--- src/rtl/core_pkg.sv ---
// Shared ID/EX definitions: datapath widths, ALU opcode encodings and the
// packed payload carried across the ID/EX boundary.
package core_pkg;

    localparam int DATA_W   = 32;
    localparam int REG_AW   = 5;
    localparam int ALU_OP_W = 4;

    typedef enum logic [ALU_OP_W-1:0] {
        ALU_ADD  = 4'h0,
        ALU_SUB  = 4'h1,
        ALU_SLL  = 4'h2,
        ALU_SLT  = 4'h3,
        ALU_SLTU = 4'h4,
        ALU_XOR  = 4'h5,
        ALU_SRL  = 4'h6,
        ALU_SRA  = 4'h7,
        ALU_OR   = 4'h8,
        ALU_AND  = 4'h9
    } alu_op_e;

    typedef struct packed {
        logic [DATA_W-1:0]   rs1;
        logic [DATA_W-1:0]   rs2;
        logic [DATA_W-1:0]   imm;
        logic                alu_src;
        logic [ALU_OP_W-1:0] alu_op;
        logic [REG_AW-1:0]   rd;
        logic                reg_write;
    } id_ex_payload_t;

    localparam int ID_EX_W = $bits(id_ex_payload_t);

endpackage

--- src/rtl/skid_buffer.sv ---
// Generic 2-entry valid/ready skid buffer with synchronous flush.
// in_ready_o depends only on registered state, never on out_ready_i.
module skid_buffer #(
    parameter int W = 8
) (
    input  logic         clk,
    input  logic         rst_n,
    input  logic         flush_i,
    input  logic         in_valid_i,
    output logic         in_ready_o,
    input  logic [W-1:0] in_data_i,
    output logic         out_valid_o,
    input  logic         out_ready_i,
    output logic [W-1:0] out_data_o
);

    logic         main_valid_q, main_valid_d;
    logic         skid_valid_q, skid_valid_d;
    logic [W-1:0] main_data_q,  main_data_d;
    logic [W-1:0] skid_data_q,  skid_data_d;
    logic         in_fire;
    logic         out_fire;

    assign in_ready_o  = ~skid_valid_q;
    assign out_valid_o = main_valid_q;
    assign out_data_o  = main_data_q;

    assign in_fire  = in_valid_i & ~skid_valid_q;
    assign out_fire = main_valid_q & out_ready_i;

    always_comb begin
        main_valid_d = main_valid_q;
        skid_valid_d = skid_valid_q;
        main_data_d  = main_data_q;
        skid_data_d  = skid_data_q;
        if (flush_i) begin
            // Kill both entries; payload registers keep their contents.
            main_valid_d = 1'b0;
            skid_valid_d = 1'b0;
        end else if (!main_valid_q || out_fire) begin
            if (skid_valid_q) begin
                main_data_d  = skid_data_q;
                main_valid_d = 1'b1;
                skid_valid_d = 1'b0;
            end else if (in_fire) begin
                main_data_d  = in_data_i;
                main_valid_d = 1'b1;
            end else begin
                main_valid_d = 1'b0;
            end
        end else if (in_fire) begin
            skid_data_d  = in_data_i;
            skid_valid_d = 1'b1;
        end
    end

    always_ff @(posedge clk or negedge rst_n) begin
        if (!rst_n) begin
            main_valid_q <= 1'b0;
            skid_valid_q <= 1'b0;
            main_data_q  <= '0;
            skid_data_q  <= '0;
        end else begin
            main_valid_q <= main_valid_d;
            skid_valid_q <= skid_valid_d;
            main_data_q  <= main_data_d;
            skid_data_q  <= skid_data_d;
        end
    end

endmodule

--- src/rtl/id_ex_skid_reg.sv ---
// ID/EX pipeline register: packs decoded operands/controls into one payload
// and passes them through a 2-entry skid buffer toward the EX stage.
module id_ex_skid_reg #(
    parameter int DATA_W   = core_pkg::DATA_W,
    parameter int REG_AW   = core_pkg::REG_AW,
    parameter int ALU_OP_W = core_pkg::ALU_OP_W
) (
    input  logic                clk,
    input  logic                rst_n,
    input  logic                flush,
    input  logic                in_valid,
    output logic                in_ready,
    input  logic [DATA_W-1:0]   in_rs1_data,
    input  logic [DATA_W-1:0]   in_rs2_data,
    input  logic [DATA_W-1:0]   in_imm,
    input  logic                in_alu_src,
    input  logic [ALU_OP_W-1:0] in_alu_op,
    input  logic [REG_AW-1:0]   in_rd,
    input  logic                in_reg_write,
    output logic                out_valid,
    input  logic                out_ready,
    output logic [DATA_W-1:0]   out_rs1_data,
    output logic [DATA_W-1:0]   out_rs2_data,
    output logic [DATA_W-1:0]   out_imm,
    output logic                out_alu_src,
    output logic [ALU_OP_W-1:0] out_alu_op,
    output logic [REG_AW-1:0]   out_rd,
    output logic                out_reg_write
);

    core_pkg::id_ex_payload_t in_pkt;
    core_pkg::id_ex_payload_t out_pkt;

    always_comb begin
        in_pkt           = '0;
        in_pkt.rs1       = in_rs1_data;
        in_pkt.rs2       = in_rs2_data;
        in_pkt.imm       = in_imm;
        in_pkt.alu_src   = in_alu_src;
        in_pkt.alu_op    = in_alu_op;
        in_pkt.rd        = in_rd;
        in_pkt.reg_write = in_reg_write;
    end

    skid_buffer #(
        .W (core_pkg::ID_EX_W)
    ) u_skid (
        .clk         (clk),
        .rst_n       (rst_n),
        .flush_i     (flush),
        .in_valid_i  (in_valid),
        .in_ready_o  (in_ready),
        .in_data_i   (in_pkt),
        .out_valid_o (out_valid),
        .out_ready_i (out_ready),
        .out_data_o  (out_pkt)
    );

    assign out_rs1_data  = out_pkt.rs1;
    assign out_rs2_data  = out_pkt.rs2;
    assign out_imm       = out_pkt.imm;
    assign out_alu_src   = out_pkt.alu_src;
    assign out_alu_op    = out_pkt.alu_op;
    assign out_rd        = out_pkt.rd;
    // A bubble must never write back, even though the payload is held.
    assign out_reg_write = out_pkt.reg_write & out_valid;

endmodule

--- config.mk ---
export PLATFORM = sky130hd
export DESIGN_NAME = id_ex_skid_reg
export DESIGN_NICKNAME = d
export VERILOG_FILES = /design/src/rtl/core_pkg.sv /design/src/rtl/skid_buffer.sv /design/src/rtl/id_ex_skid_reg.sv
export SDC_FILE = /design/constraint.sdc
export NUM_CORES = 1
export LEC_CHECK = 0
export BUFFER_PORTS_ARGS = -buffer_cell sky130_fd_sc_hd__buf_2
export CAP_MARGIN = 25
export CORE_MARGIN = 10
export CORE_UTILIZATION = 25
export CTS_CLUSTER_DIAMETER = 40
export DETAILED_ROUTE_END_ITERATION = 10
export GPL_TIMING_DRIVEN = 0
export PLACE_DENSITY_LB_ADDON = 0.2
export REMOVE_ABC_BUFFERS = 1
export SLEW_MARGIN = 15
export SYNTH_ARGS = -nofsm -noshare
export SYNTH_HDL_FRONTEND = slang
export SYNTH_SLANG_ARGS = --single-unit
--- constraint.sdc ---
create_clock -name clk -period 2 [get_ports clk]
set_input_delay 0.3 -clock clk [delete_from_list [all_inputs] [get_ports clk]]
set_output_delay 0.3 -clock clk [all_outputs]
set_load 0.03 [all_outputs]
==> impl_metrics.py <==
metrics = {
    "setup_path": {
        "critPathLaunchType": "flop",
        "r2r_cells": 5,
        "required_ps": 2400,
        "arrival_ps": 2330,
        "timing.rr.end": "u_skid.skid_data_q[80]$_DFFE_PN0P_",
        "worstSetupPathType": "flop to flop",
        "rrSetupSlack_ps": 70,
        "path_max_fanout": 14,
        "reg2reg_from": "u_skid.skid_valid_q$_DFFE_PN0P_",
        "cp-end-kind": "flop",
    },
    "die": {
        "rows": 73,
        "start_util_pct": 25.5,
        "fp.dieH_um": 222,
        "die_w_um": 222,
        "die-area_mm2": 0.0493,
        "core_mm2": 0.0400,
        "io_pins": 221,
    },
    "synth": {
        "synth_cells": 686,
        "yosysTopAreaCellShare_pct": 53.0,
        "synth_commonest_cells": "288 x mux2_2, 216 x dfrtp_1, 108 x buf_4, 30 x mux2_4, 16 x buf_2",
        "ys_seq_area_share_pct": 53.0,
        "synthTopCellsByArea": "dfrtp_1 53%, mux2_2 32%, buf_4 7.9%",
        "syn_area_mm2": 0.0102,
        "synthArstFlopShare_pct": 100,
        "yosysMostFrequentCell": "mux2_2",
        "yosys.area.top_type": "dfrtp_1",
        "synth_edf_count": 0,
        "yosysUniqueCellTypes": 17,
        "ys_warn_count": 0,
        "synth-main-ff-cell": "dfrtp_1",
        "avgSynthCellArea_um2": 14.9,
        "ys_ff_latch": 216,
    },
    "grt": {
        "first_global_vias": 6983,
        "antenna_found_initial": 0,
        "grt_pass1_wl_mm": 41.0,
        "overflow": 0,
        "grt_max_degree": 85,
        "grt_use_total_pct": 10.4,
    },
    "clock_network": {
        "root_buffer": "clkbuf_16",
        "cts_buffer_depth": 3,
        "cts_tree": "yes",
        "path_clk_slew_ps": 50,
        "insertion_delay_ps": 540,
        "cts_made_buffers": 45,
        "cts_num_sinks": 216,
        "cts_max_level": 2,
    },
    "timing": {
        "fin_crit_ps": 1930,
        "setup_slack_ps": 74.7,
        "setup_viol": 0,
        "maxSlewViolCount": 0,
        "slew_headroom_pct": 64.8,
        "grt_setup_unrepaired": "no",
        "min_period_over_period_pct": 96.3,
        "max_freq_ghz": 0.519,
        "worst_pin_slew_ps": 525,
        "final_hold_viol_count": 0,
        "fin_hold_ws_ps": 53.8,
        "skew_ps": 19.1,
    },
    "worst_hold_path": {
        "hp-start": "out_ready",
        "hold_end": "u_skid.skid_valid_q$_DFFE_PN0P_",
        "hold_path_class": "primary input to flop",
        "hold_depth": 3,
    },
    "cells_and_area": {
        "num_antenna_cells": 0,
        "final_area_mm2": 0.0140,
        "drive_above_1_share_pct": 65.6,
        "layout.nets": 1060,
        "finish.utilization_pct": 35.1,
        "syn_to_final_growth_pct": 37.7,
    },
    "run_status": {
        "status": "finished clean",
    },
    "power_and_ir_drop": {
        "cellLeakagePower_uw": 0.00635,
        "ir_drop_mv": 0.760,
        "powerDensity_mw_per_mm2": 1150,
    },
    "routing": {
        "drc": 0,
        "viasPerCell": 4.05,
        "firstDrtPassIters": 4,
        "routed-via-count": 6092,
        "ant_nets": 0,
        "drtIter0Drc": 142,
        "wirelength_mm": 25.5,
        "routedWlPerCell_um": 17.0,
    },
    "placement": {
        "portBuffers": 220,
        "gp_congestion": 0.656,
        "dp_slack_ps": -973,
        "hpwlAfterDp_mm": 16.1,
        "place_area_mm2": 0.0113,
    },
    "run": {
        "max_cap_viol_count": 0,
    },
}
## area by class of cell
cell class	count	area [µm²]
fillers	3945	26000
flip-flops and latches	216	5410
multi-input cells	331	3830
repair buffers	353	2690
clock buffers	59	1280
well taps	525	657
clock inverters	18	186
inverters	1	3.75
## per-layer routing
layer  GRT usage [%]  vias up  share of wire, %
li1                -     2841                 -
met1            13.1     3052                46
met2            16.2      157                46
met3            3.47       42               6.3
met4            4.00        0               2.4
met5               0        -                 0
## registers in the layout, summed over array words and instances, names as in the netlist
name and count:
u_skid.skid_data_q 107, u_skid.skid_valid_q 1, u_skid.out_valid_o 1, u_skid.out_data_o 107
## worst max-delay path by stage
stage	slack (ps)	from	endpoint
5_1_grt	20	u_skid.out_valid_o$_DFFE_PN0P_	u_skid.out_data_o[86]$_DFFE_PN0P_
6_report	70	u_skid.skid_valid_q$_DFFE_PN0P_	u_skid.skid_data_q[80]$_DFFE_PN0P_
4_1_cts	-0.1	u_skid.skid_valid_q$_DFFE_PN0P_	u_skid.out_data_o[31]$_DFFE_PN0P_
3_3_place_gp	-8490	u_skid.skid_valid_q$_DFFE_PN0P_	u_skid.out_data_o[15]$_DFFE_PN0P_
3_5_place_dp	-970	u_skid.skid_valid_q$_DFFE_PN0P_	u_skid.out_data_o[31]$_DFFE_PN0P_
2_1_floorplan	-4090	u_skid.skid_valid_q$_DFFE_PN0P_	u_skid.out_data_o[0]$_DFFE_PN0P_
## through the flow
step	setup TNS (ps)	instances	power [µW]
2_1_floorplan	-735140	547	7810
3_3_place_gp	-2323650	1292	8790
3_5_place_dp	-139010	1306	8850
4_1_cts	-0.108	1503	16500
5_1_grt	0	1503	17000
6_report	0	1503	16100
## cells by family (layout without fill, tap and decap cells)
logic type / after synthesis / after routing / share of synthesized area (%)
AOI/OAI and AO/OA: 1 / 1 / 0.0490
buffers and inverters: 140 / 431 / 9.84
DFF: 216 / 216 / 53.0
muxes: 321 / 321 / 36.5
and+or+nand+nor: 8 / 9 / 0.589
## report_power, final
| group | total, µW | switching [µW] | internal [µW] |
|---|---|---|---|
| Sequential | 5800 | 446 | 5350 |
| Combinational | 3150 | 1630 | 1510 |
| Clock | 7210 | 2370 | 4830 |
| Total | 16100 | 4450 | 11700 |
## placed cells by master, fill, tap and decap left out, types with 2 or more instances in the layout
| master | Yosys | routed |
|---|---|---|
| buf_12 | 0 | 7 |
| inv_6 | 0 | 4 |
| bufbuf_16 | 0 | 3 |
| clkinv_2 | 0 | 9 |
| mux2_4 | 30 | 30 |
| mux2_1 | 3 | 3 |
| clkbuf_8 | 0 | 10 |
| dlygate4sd3_1 | 0 | 109 |
| bufinv_16 | 0 | 3 |
| dfrtp_1 | 216 | 215 |
| buf_4 | 108 | 6 |
| clkbuf_16 | 0 | 45 |
| nand3_4 | 0 | 2 |
| clkbuf_1 | 8 | 4 |
| buf_8 | 0 | 3 |
| buf_2 | 16 | 218 |
| buf_16 | 0 | 6 |
| mux2_2 | 288 | 288 |
## worst max-delay path, cell delays in order (launching register included)
cell and delay (ps):
dfrtp_4 510, buf_16 170, nor2_4 270, nand3_4 190, buf_4 280, mux2_4 340
## what timing repair did
action | 4_1_cts | 5_1_grt
cloned | 4 | 0
pin swaps | 2 | 1
endpoints found under the setup margin | 215 | 70
gates resized for setup | 13 | 1
endpoints found under the hold margin | 159 | 0
buffers inserted | 8 | 0
hold buffers | 109 | 0
Note: power is estimated with default switching activity, not from simulation.
